### src/rtl/button_reader_if.sv
// Button bundle between the board pins and the debouncer: raw levels in,
// clean levels, press/release pulses and the running press count out.
interface button_reader_if #(
  parameter int NUM_BUTTONS = 4
);

  logic [NUM_BUTTONS-1:0] btn;
  logic [NUM_BUTTONS-1:0] btn_state;
  logic [NUM_BUTTONS-1:0] btn_press;
  logic [NUM_BUTTONS-1:0] btn_release;
  logic [7:0]             press_total;

  modport master (
    output btn,
    input  btn_state,
    input  btn_press,
    input  btn_release,
    input  press_total
  );

  modport slave (
    input  btn,
    output btn_state,
    output btn_press,
    output btn_release,
    output press_total
  );

endinterface

### src/rtl/button_reader.sv
// Debounced push-button reader: 2-flop synchronizer, per-button 4-state debounce
// FSM, registered one-cycle press/release pulses and a wrapping 8-bit press count.
module button_reader #(
  parameter int NUM_BUTTONS     = 4,
  parameter int DEBOUNCE_CYCLES = 1_000_000
) (
  input logic            clock,
  input logic            reset_n,
  button_reader_if.slave bus
);

  localparam int CNT_W = $clog2(DEBOUNCE_CYCLES + 1);
  localparam logic [CNT_W-1:0] CNT_ONE  = CNT_W'(1);
  localparam logic [CNT_W-1:0] CNT_LAST = CNT_W'(DEBOUNCE_CYCLES - 1);

  localparam logic [1:0] RELEASED     = 2'd0;
  localparam logic [1:0] WAIT_PRESS   = 2'd1;
  localparam logic [1:0] PRESSED      = 2'd2;
  localparam logic [1:0] WAIT_RELEASE = 2'd3;

  logic [NUM_BUTTONS-1:0]            sync1_q, sync2_q;
  logic [NUM_BUTTONS-1:0][1:0]       state_q, state_d;
  logic [NUM_BUTTONS-1:0][CNT_W-1:0] cnt_q, cnt_d;
  logic [NUM_BUTTONS-1:0]            level_q, level_d;
  logic [NUM_BUTTONS-1:0]            press_q, press_d;
  logic [NUM_BUTTONS-1:0]            release_q, release_d;
  logic [7:0]                        total_q, total_d;

  always_ff @(posedge clock or negedge reset_n) begin
    if (!reset_n) begin
      sync1_q <= '0;
      sync2_q <= '0;
    end else begin
      sync1_q <= bus.btn;
      sync2_q <= sync1_q;
    end
  end

  // A level change is accepted only after DEBOUNCE_CYCLES identical samples;
  // any opposite sample in a WAIT state drops back without touching outputs.
  always_comb begin
    state_d   = state_q;
    cnt_d     = cnt_q;
    level_d   = level_q;
    press_d   = '0;
    release_d = '0;
    for (int i = 0; i < NUM_BUTTONS; i++) begin
      case (state_q[i])
        RELEASED: begin
          if (sync2_q[i]) begin
            state_d[i] = WAIT_PRESS;
            cnt_d[i]   = CNT_ONE;
          end
        end
        WAIT_PRESS: begin
          if (!sync2_q[i]) begin
            state_d[i] = RELEASED;
            cnt_d[i]   = '0;
          end else if (cnt_q[i] == CNT_LAST) begin
            state_d[i] = PRESSED;
            cnt_d[i]   = '0;
            level_d[i] = 1'b1;
            press_d[i] = 1'b1;
          end else begin
            cnt_d[i] = cnt_q[i] + CNT_ONE;
          end
        end
        PRESSED: begin
          if (!sync2_q[i]) begin
            state_d[i] = WAIT_RELEASE;
            cnt_d[i]   = CNT_ONE;
          end
        end
        WAIT_RELEASE: begin
          if (sync2_q[i]) begin
            state_d[i] = PRESSED;
            cnt_d[i]   = '0;
          end else if (cnt_q[i] == CNT_LAST) begin
            state_d[i]   = RELEASED;
            cnt_d[i]     = '0;
            level_d[i]   = 1'b0;
            release_d[i] = 1'b1;
          end else begin
            cnt_d[i] = cnt_q[i] + CNT_ONE;
          end
        end
        default: begin
          state_d[i] = RELEASED;
          cnt_d[i]   = '0;
          level_d[i] = 1'b0;
        end
      endcase
    end
  end

  // Count is bumped by the popcount of the pulses being registered this edge.
  always_comb begin
    total_d = total_q;
    for (int i = 0; i < NUM_BUTTONS; i++) begin
      total_d = total_d + {7'd0, press_d[i]};
    end
  end

  always_ff @(posedge clock or negedge reset_n) begin
    if (!reset_n) begin
      state_q   <= '0;
      cnt_q     <= '0;
      level_q   <= '0;
      press_q   <= '0;
      release_q <= '0;
      total_q   <= '0;
    end else begin
      state_q   <= state_d;
      cnt_q     <= cnt_d;
      level_q   <= level_d;
      press_q   <= press_d;
      release_q <= release_d;
      total_q   <= total_d;
    end
  end

  assign bus.btn_state   = level_q;
  assign bus.btn_press   = press_q;
  assign bus.btn_release = release_q;
  assign bus.press_total = total_q;

endmodule

### src/flat_wrapper.sv
// flat-port wrapper written by rule: the top's interface ports become plain ports
module button_reader_flat 
#(
  parameter int NUM_BUTTONS     = 4,
  parameter int DEBOUNCE_CYCLES = 1_000_000
)
  (clock, reset_n, bus_btn, bus_btn_state, bus_btn_press, bus_btn_release, bus_press_total);
  button_reader_if #(.NUM_BUTTONS(NUM_BUTTONS)) bus_i ();
  input logic clock;
  input logic reset_n;
  input wire logic [$bits(bus_i.btn)-1:0] bus_btn;
  output wire logic [$bits(bus_i.btn_state)-1:0] bus_btn_state;
  output wire logic [$bits(bus_i.btn_press)-1:0] bus_btn_press;
  output wire logic [$bits(bus_i.btn_release)-1:0] bus_btn_release;
  output wire logic [$bits(bus_i.press_total)-1:0] bus_press_total;
  assign bus_i.btn = bus_btn;
  assign bus_btn_state = bus_i.btn_state;
  assign bus_btn_press = bus_i.btn_press;
  assign bus_btn_release = bus_i.btn_release;
  assign bus_press_total = bus_i.press_total;
  button_reader #(.NUM_BUTTONS(NUM_BUTTONS), .DEBOUNCE_CYCLES(DEBOUNCE_CYCLES)) u_core (.clock(clock), .reset_n(reset_n), .bus(bus_i));
endmodule
### config.mk
export PLATFORM = sky130hd
export DESIGN_NAME = button_reader_flat
export DESIGN_NICKNAME = d
export VERILOG_FILES = /design/src/rtl/button_reader_if.sv /design/src/rtl/button_reader.sv /design/src/flat_wrapper.sv
export SDC_FILE = /design/constraint.sdc
export NUM_CORES = 1
export LEC_CHECK = 0
export CAP_MARGIN = 0
export CORE_MARGIN = 10
export CORE_UTILIZATION = 33
export CTS_CLUSTER_DIAMETER = 120
export CTS_CLUSTER_SIZE = 20
export DETAILED_ROUTE_END_ITERATION = 10
export RECOVER_POWER = 100
export SLEW_MARGIN = 10
export SYNTH_ARGS = -nofsm -noshare
export SYNTH_HDL_FRONTEND = slang
export SYNTH_SLANG_ARGS = --single-unit
### constraint.sdc
create_clock -name clock -period 3.6 [get_ports clock]
set_clock_uncertainty 0.1 [all_clocks]
set_input_delay 0.72 -clock clock [delete_from_list [all_inputs] [get_ports clock]]
set_output_delay 0.72 -clock clock [all_outputs]
set_load 0.01 [all_outputs]
# Word level (Yosys, flattened, before mapping)

Cells that the tools add are included.

Eq/ne operators: 48
$add $sub $neg: 8
Muxes and demuxes: 92
Reduce and logical (&&, ||, !) cells: 20

Operator list:

| kind                                                  | count |
|---|---|
| 2-to-1 mux 20 bit                                     | 20 |
| one-hot mux 20 bit (4 select lines)                   | 4 |
| adder 20 x 1 -> 20 bit, second input constant         | 4 |
| == test 20 bit, second input constant                 | 4 |
| 2-to-1 mux 2 bit                                      | 24 |
| 2-to-1 mux 1 bit                                      | 36 |
| adder 8 x 1 -> 8 bit                                  | 4 |
| inequality test 2 x 1 -> 1 bit, second input constant | 16 |
| one-hot mux 2 bit (4 select lines)                    | 4 |
| AND reduction 5 bit                                   | 4 |
| == test 2 bit, second input constant                  | 8 |
| inequality test 2 bit, second input constant          | 8 |
| AND reduction 4 bit                                   | 4 |
| inequality test 3 x 1 -> 1 bit, second input constant | 4 |
| inequality test 3 bit, second input constant          | 4 |
| == test 2 x 1 -> 1 bit, second input constant         | 4 |
| logical NOT 2 bit                                     | 4 |
| one-hot mux 1 bit (2 select lines)                    | 4 |
| AND reduction 2 bit                                   | 4 |
| nonzero test 2 bit                                    | 4 |

Output and inout bits: 20
Register bits: 116
Input port bits: 6

# Logic depth before layout (Yosys ltp)

Gate-level depths: netlist of the first run.

Depth after elaboration: 8
Gate-level depth with buffers: 14
Mapped depth without buffers: 14

# Worst setup path before layout of the first run

OpenSTA, ideal clock, no wires.

Path type: flip-flop to flip-flop
Start point: register u_core.cnt_q[20] (netlist name)
End point: register u_core.total_q[6] (netlist: u_core.bus.press_total[6])
Arrival: 3.280 ns
Clock period less this slack: 3.505 ns
Path buffers: 1
Data required time: 3.375 ns
Stages on the path, launching flop included: 15
Setup slack: 0.095 ns
Cells stage by stage: dfrtp_1 -> ha_1 -> and4_1 -> nand4_1 -> or3_1 -> clkbuf_1 -> or3_1 -> fa_1 -> inv_1 -> fa_1 -> inv_1 -> fa_1 -> nor2b_1 -> nand4_1 -> xnor2_1

Word-level cells in the longest chain between the ends: 7

Ends and longest elaborated chain:

| what                              | RTL line             | RTL |
|---|---|---|
| from (decl)                       | button_reader.sv:23  | `logic [NUM_BUTTONS-1:0][CNT_W-1:0] cnt_q, cnt_d;` |
| from (signal assigned)            | button_reader.sv:114 | `cnt_q <= cnt_d;` |
| == test 20 bit                    | button_reader.sv:59  | `end else if (cnt_q[i] == CNT_LAST) begin` |
| 2-to-1 mux 1 bit                  | button_reader.sv:59  |  |
| 2-to-1 mux 1 bit                  | button_reader.sv:56  | `if (!sync2_q[i]) begin` |
| 2-to-1 mux 1 bit                  | button_reader.sv:48  | `case (state_q[i])` |
| adder 8 x 1 -> 8 bit (3 in a row) | button_reader.sv:100 | `total_d = total_d + {7'd0, press_d[i]};` |
| via u_core.total_d[6]             | button_reader.sv:27  | `logic [7:0] total_q, total_d;` |
| to (signal assigned)              | button_reader.sv:118 | `total_q <= total_d;` |
| to (decl)                         | button_reader.sv:27  |  |

The timed path passes the listed nets, and every way through them passes these cells.
A chain may end at the register's enable or synchronous reset.

# Worst setup path in the final report of the first run

Start point: register u_core.cnt_q[30] (netlist name)
End point: register u_core.total_q[6] (netlist: u_core.bus.press_total[6])

Same word-level chain as after synthesis.

==> run_results.csv, run 1 <==
group,metric,value,unit
clocking,cts_tree,"built",
finish,nNetsFinal,681,
synthesis,synthCells,616,
timing,setup_tns,0,ns
power_and_ir_drop,pwr_density_cell,491.9,nW/um2
hold_path,holdCritPathClass,"reg -> reg",
place,dp_cells,872,
place,post_dp_cell_area,6509,um2
timing,period_share,94.68,%
place,io_buffers,25,
die,dieHeight,153.0,um
routing,drc,0,
clocking,insertion_delay,0.43,ns
critical_path,ff2ff_path_depth,12,
die,num_rows,48,
hold_path,hold_path_depth,0,
finish,post-route-util,41.03,%
finish,stdcell_count,905,
clocking,cts_buffers,17,
routing,vias,4822,
synthesis,synth-main-ff-cell,"dfrtp_1",
synthesis,ys_seq_area_share,49.72,%
finish,n_antenna_cell,0,
global_routing,grt-ovfl-total,0,
global_routing,grt_util_all_layers,11.81,%
global_routing,grt_pass1_vias,4751,
critical_path,slowest_delay,0.47,ns
timing,final-max-slew-violation-count,26,
routing,ant_nets,0,
timing,slew_headroom,-21.79,%
synthesis,postSynth.asyncResetShare,100.0,%
timing,setup_viol,0,
synthesis,synth-warning-count,0,
hold_path,hp-start,"u_core.sync1_q[1]",
synthesis,yosysMostFrequentCell,"dfrtp_1",
synthesis,syn_nets,630,
die,fp.dieArea,23410,um2
status,status,"finished, violations left",
critical_path,r2r_start,"u_core.cnt_q[30]",
critical_path,crit_type,"reg -> reg",
routing,viasPerCell,5.328,
global_routing,grt_pass1_wl,23180,um
critical_path,end_kind,"flop",
place,gp_congestion,0.8193,
place,hpwl,9139,um
critical_path,crit_path_start_kind,"flop",
clocking,htree_levels,4,
clocking,cts-root-buf,"clkbuf_16",
critical_path,cp_max_fo,2,
critical_path,reg2reg_to,"u_core.bus.press_total[6]",
timing,worst_slack,0.1915,ns
die,chipWidth,153.0,um
synthesis,synthTopCellsByArea,"dfrtp_1 50%, nand2_1 4.5%, nand3_1 3.9%, a31oi_1 3.4%, xnor2_1 3.0%",
timing,rsz0062_at_grt,"false",
status,violations,"max-capacitance violations, max-slew violations",
global_routing,grt_max_degree,60,
place,place_ws,0.08819,ns
routing,drt-initial-drc-count,391,
finish,drive_above_1_share,9.706,%
synthesis,synth-edff-count,0,
finish,areaGrowthSynthToFinish,21.56,%
timing,min_period,3.409,ns
die,core_area,17300,um2
synthesis,synth_seq_cells,116,
global_routing,antenna_found_initial,0,
synthesis,yosysTopAreaCellShare,49.72,%
routing,drt-total-wl,13460,um
clocking,path_clk_slew,0.06,ns
die,ios,26,
hold_path,hold-path-endpoint,"u_core.sync2_q[1]",
timing,max_freq,293.4,MHz
power_and_ir_drop,p_leak,0.003129,uW
power_and_ir_drop,vdd_drop_max,0.0003733,V
finish,final_design_area_no_fill,7097,um2
synthesis,synth.avg_cell_area,9.477,um2
finish,fillers,1718,
timing,tightest_slew,1.827,ns
critical_path,cp_cell_sequence,"nor4b_2 > nand4_1 > or3_1 > or3_4 > fa_1 > inv_1 > fa_1 > inv_1 > fa_1 > nor2b_2 > nand4_1 > xnor2_1",
synthesis,syn_area,5838,um2
synthesis,synth_largest_area_cell,"dfrtp_1",
critical_path,reg2reg_slack,0.19,ns
critical_path,crit_required,3.81,ns
job,cap_violations,1,
routing,wl_per_cell,14.87,um
synthesis,yosys-top-cells-count,"116 x dfrtp_1, 70 x nand2_1, 46 x nand3_1",
die,initial_utilization,33.75,%
critical_path,cp_common_cell,"fa_1",
critical_path,crit_arrival,3.62,ns
timing,finalHoldViolCount,0,
clocking,clock_path_buffers,2,
clocking,cts_sinks,116,
critical_path,critPathSlowestCell,"fa_1",
synthesis,ys_types,52,
routing,first_pass_iters,5,
[worst max path at each step]
| stage | from | endpoint | slack, ns |
|---|---|---|---|
| 6_report | u_core.cnt_q[30] | u_core.bus.press_total[6] | 0.19 |
| 5_1_grt | u_core.cnt_q[20] | u_core.bus.press_total[6] | 0.01 |
| 4_1_cts | u_core.cnt_q[20] | u_core.bus.press_total[6] | 0.08 |
| 3_5_place_dp | u_core.cnt_q[20] | u_core.bus.press_total[6] | 0.09 |
| 3_3_place_gp | u_core.cnt_q[30] | u_core.bus.press_total[6] | 0.11 |
| 2_1_floorplan | u_core.cnt_q[20] | u_core.bus.press_total[6] | 0.09 |
[state kept, by name, indices dropped and copies added, names as in the netlist, named ones only]
signal,count
u_core.cnt_q,80
u_core.bus.press_total,8
u_core.bus.btn_press,4
u_core.bus.btn_release,4
u_core.bus.btn_state,4
u_core.state_q,4
u_core.sync1_q,4
u_core.sync2_q,4
[area by class of cell]
class / count / area [um2] / share of cell area [%]
clock buffers: 20 / 466.7 / 6.576
clock inverters: 12 / 153.9 / 2.169
inverters: 20 / 75.07 / 1.058
multi-input cells: 454 / 2756 / 38.84
flip-flops and latches: 116 / 2903 / 40.90
well taps: 225 / 281.5 / 3.967
repair buffers: 58 / 460.4 / 6.488
[placed cells by master, fill, tap and decap left out, types with 22 or more instances in the layout]
master / Yosys / final
dfrtp_1: 116 / 116
nand2_1: 70 / 70
nand3_1: 46 / 46
nor2_1: 45 / 45
a21oi_1: 34 / 36
a31oi_1: 32 / 32
o21ai_0: 27 / 27
dlygate4sd3_1: 0 / 24
buf_4: 0 / 22
[metal layers]
metal / track usage, % / part of all wire [%] / up-vias
met4: 5.132 / 1.2 / 0
met3: 3.732 / 4.5 / 16
met5: 0 / 0 / -
li1: - / - / 2342
met1: 14.60 / 46 / 2370
met2: 18.53 / 48 / 94
[kinds of logic (layout without fill, tap and decap cells)]
logic type / after synthesis / after routing / synth area share, %
muxes: 2 / 2 / 0.3429
DFF: 116 / 116 / 49.72
adders and majority gates: 8 / 8 / 2.100
buffers and inverters: 46 / 110 / 3.193
AOI/OAI and AO/OA: 139 / 139 / 15.11
xor gates and xnor gates: 39 / 39 / 5.851
and+or+nand+nor: 266 / 266 / 23.68
[power by group]
group	leakage, uW	total (uW)	internal (uW)	switching, uW
Combinational	0.00125	317	113	204
Clock	0.000298	1760	1140	621
Sequential	0.00158	1410	1360	52.0
Total	0.00313	3490	2610	877
[stage by stage]
step | hold slack (ns) | power [uW]
after CTS | 0.2473 | 3533
after detailed placement | 0.2347 | 1756
after floorplan | 0.2312 | 1626
after global routing | 0.2666 | 3640
after global placement | 0.2332 | 1744
final | 0.2468 | 3491
[critical path: cells and delay by family (launching register included)]
family | cells | cell delay [ns]
DFF | 1 | 0.39
adders and majority gates | 3 | 1.06
and+or+nand+nor | 6 | 1.44
buffers and inverters | 2 | 0.14
xor gates and xnor gates | 1 | 0.15
[what timing repair did]
item | in CTS | in global routing
setup buffers | 0 | 1
endpoints found under the setup margin | 0 | 3
gates resized for setup | 0 | 6
hold buffers | 0 | 0
Power figures use the tool's default switching activity.
==> run 2, diff against run 1 <==
--- a/config.mk
+++ b/config.mk
@@ -7,10 +7,11 @@
 export LEC_CHECK = 0
 export CAP_MARGIN = 0
 export CORE_MARGIN = 10
-export CORE_UTILIZATION = 33
+export CORE_UTILIZATION = 40
 export CTS_CLUSTER_DIAMETER = 120
 export CTS_CLUSTER_SIZE = 20
 export DETAILED_ROUTE_END_ITERATION = 10
+export GPL_ROUTABILITY_DRIVEN = 0
 export RECOVER_POWER = 100
 export SLEW_MARGIN = 10
 export SYNTH_ARGS = -nofsm -noshare
==> run 2 against run 1 <==
  * The run still ends with max-capacitance violations, max-slew violations left
  * Final area is 1.1% lower
  * Largest cell class unchanged
  * Count of clock-buffer cells in the layout is 3 lower
  * Via count is 0.31% lower
==> run_results.csv, run 2 (synthesis results as in run 1) <==
group,metric,value,unit
global_routing,grt_max_degree,49,
routing,viasPerCell,5.557,
timing,max_freq,285.3,MHz
clocking,cts_buffers,17,
timing,min_period,3.505,ns
finish,regMostFlops,"u_core.cnt_q",
clocking,cts_sinks,116,
die,core_area,14420,um2
clocking,clock_path_buffers,2,
finish,drive_above_1_share,10.87,%
power_and_ir_drop,p_leak,0.003038,uW
hold_path,hold_path_depth,0,
critical_path,cp_cell_sequence,"nor4b_1 > nand4_1 > or3_1 > or3_1 > fa_1 > inv_1 > fa_1 > inv_1 > fa_2 > nor2b_2 > nand4_1 > xnor2_1",
routing,drc,0,
hold_path,hold-path-endpoint,"u_core.sync2_q[3]",
power_and_ir_drop,comb_power_share,9.4,%
power_and_ir_drop,power.switching,899.1,uW
critical_path,cpLargestDelayFamily,"simple AND/OR/NAND/NOR gates",
timing,slew_headroom,-78.60,%
finish,n_antenna_cell,0,
power_and_ir_drop,swShare,27.09,%
critical_path,crit_type,"reg -> reg",
job,cap_violations,1,
routing,wl_per_cell,15.67,um
power_and_ir_drop,clock_power_share,47.9,%
routing,drt-total-wl,13550,um
die,chipWidth,140.8,um
critical_path,reg2reg_to,"u_core.bus.press_total[6]",
clocking,htree_levels,4,
critical_path,reg2reg_slack,0.09,ns
power_and_ir_drop,pwr_density_cell,472.8,nW/um2
die,ios,26,
clocking,cts-root-buf,"clkbuf_16",
clocking,cts_tree,"built",
timing,finalHoldViolCount,0,
finish,stdcell_count,865,
hold_path,holdCritPathClass,"reg -> reg",
status,status,"finished, violations left",
global_routing,grt_util_all_layers,14.12,%
finish,nNetsFinal,682,
critical_path,r2r_start,"u_core.cnt_q[30]",
global_routing,antenna_found_initial,0,
place,dp_cells,832,
critical_path,path_buf_inv,2,
timing,period_share,97.37,%
finish,mostFrequentLayoutCells,"116 x dfrtp_1, 70 x nand2_1, 45 x nand3_1, 45 x nor2_1, 35 x a21oi_1",
routing,vias,4807,
routing,first_pass_iters,6,
place,io_buffers,25,
critical_path,ff2ff_path_depth,12,
power_and_ir_drop,p_int,2420,uW
clocking,insertion_delay,0.42,ns
power_and_ir_drop,seqPwrFrac,42.6,%
timing,rsz0062_at_grt,"true",
critical_path,end_kind,"flop",
critical_path,crit_path_start_kind,"flop",
timing,final-max-slew-violation-count,49,
critical_path,cp_max_fo,3,
status,violations,"max-capacitance violations, max-slew violations",
timing,setup_tns,0,ns
die,fp.dieArea,19830,um2
timing,tightest_slew,2.679,ns
clocking,path_clk_slew,0.06,ns
place,hpwl,9290,um
critical_path,crit_required,3.80,ns
routing,drt-initial-drc-count,341,
routing,ant_nets,0,
timing,setup_viol,0,
global_routing,grt-ovfl-total,0,
die,num_rows,44,
hold_path,hp-start,"u_core.sync1_q[3]",
die,dieHeight,140.8,um
global_routing,grt_pass1_wl,23120,um
finish,areaGrowthSynthToFinish,20.25,%
die,initial_utilization,40.48,%
critical_path,slowest_delay,0.48,ns
power_and_ir_drop,vdd_drop_max,0.0003986,V
critical_path,crit_arrival,3.70,ns
finish,largest_reg_flops,80,
global_routing,grt_pass1_vias,4722,
critical_path,critPathSlowestCell,"fa_1",
finish,final_common_cell,"dfrtp_1",
-- run 2: routing by layer --
metal  routed length [um]  GRT usage [%]  vias to the layer above
met5                    0              0                        -
li1                     -              -                     2341
met3                  656          4.736                       20
met2                 6430          22.59                      101
met4                  184          4.565                        0
met1                 6280          17.53                     2345
-- run 2: worst max-delay path by stage --
stage                     start                   endpoint  slack, ns  depth (start not counted)
2_1_floorplan  u_core.cnt_q[20]  u_core.bus.press_total[6]       0.09                         14
3_3_place_gp    u_core.cnt_q[7]  u_core.bus.press_total[6]        0.1                         13
3_5_place_dp    u_core.cnt_q[7]  u_core.bus.press_total[6]      -0.03                         13
4_1_cts        u_core.cnt_q[30]  u_core.bus.press_total[6]       0.04                         12
5_1_grt         u_core.cnt_q[6]  u_core.bus.press_total[6]      -0.07                         13
6_report       u_core.cnt_q[30]  u_core.bus.press_total[6]       0.09                         12
-- run 2: power by group through the flow --
stage / Combinational (uW) / Clock, uW / Sequential [uW]
finish: 313 / 1590 / 1410
global route: 358 / 1690 / 1430
CTS: 321 / 1620 / 1410
floorplan: 194 / 0 / 1430
detailed placement: 319 / 0 / 1440
global placement: 310 / 0 / 1430
-- run 2: timing repair --
item | in CTS | in global routing
buffers inserted | 0 | 1
pin swaps | 0 | 3
resized for setup | 1 | 6
hold buffers | 0 | 0
endpoints found under the setup margin | 1 | 2
-- run 2: area by class of cell --
class | count | area [um2]
Fill cell | 1368 | 7403
Sequential cell | 116 | 2903
Multi-Input combinational cell | 454 | 2773
Timing Repair Buffer | 59 | 478.0
Clock buffer | 17 | 425.4
Tap cell | 184 | 230.2
Clock inverter | 15 | 136.4
Inverter | 20 | 75.07
-- run 2: metrics by stage --
step                      total power (uW)  cell area [um2]  setup WS [ns]  util [%]  hold WS, ns
after floorplan                       1626             5838        0.09499         -       0.2312
after detailed placement              1756             6452       -0.02583     44.73       0.2381
after global routing                  3471             7020       -0.06617     48.67       0.2586
final                                 3319             7020        0.09473     48.67       0.2488
after CTS                             3355             7019        0.03662     48.66       0.2457
after global placement                1742             6452        0.09627     44.73       0.2334
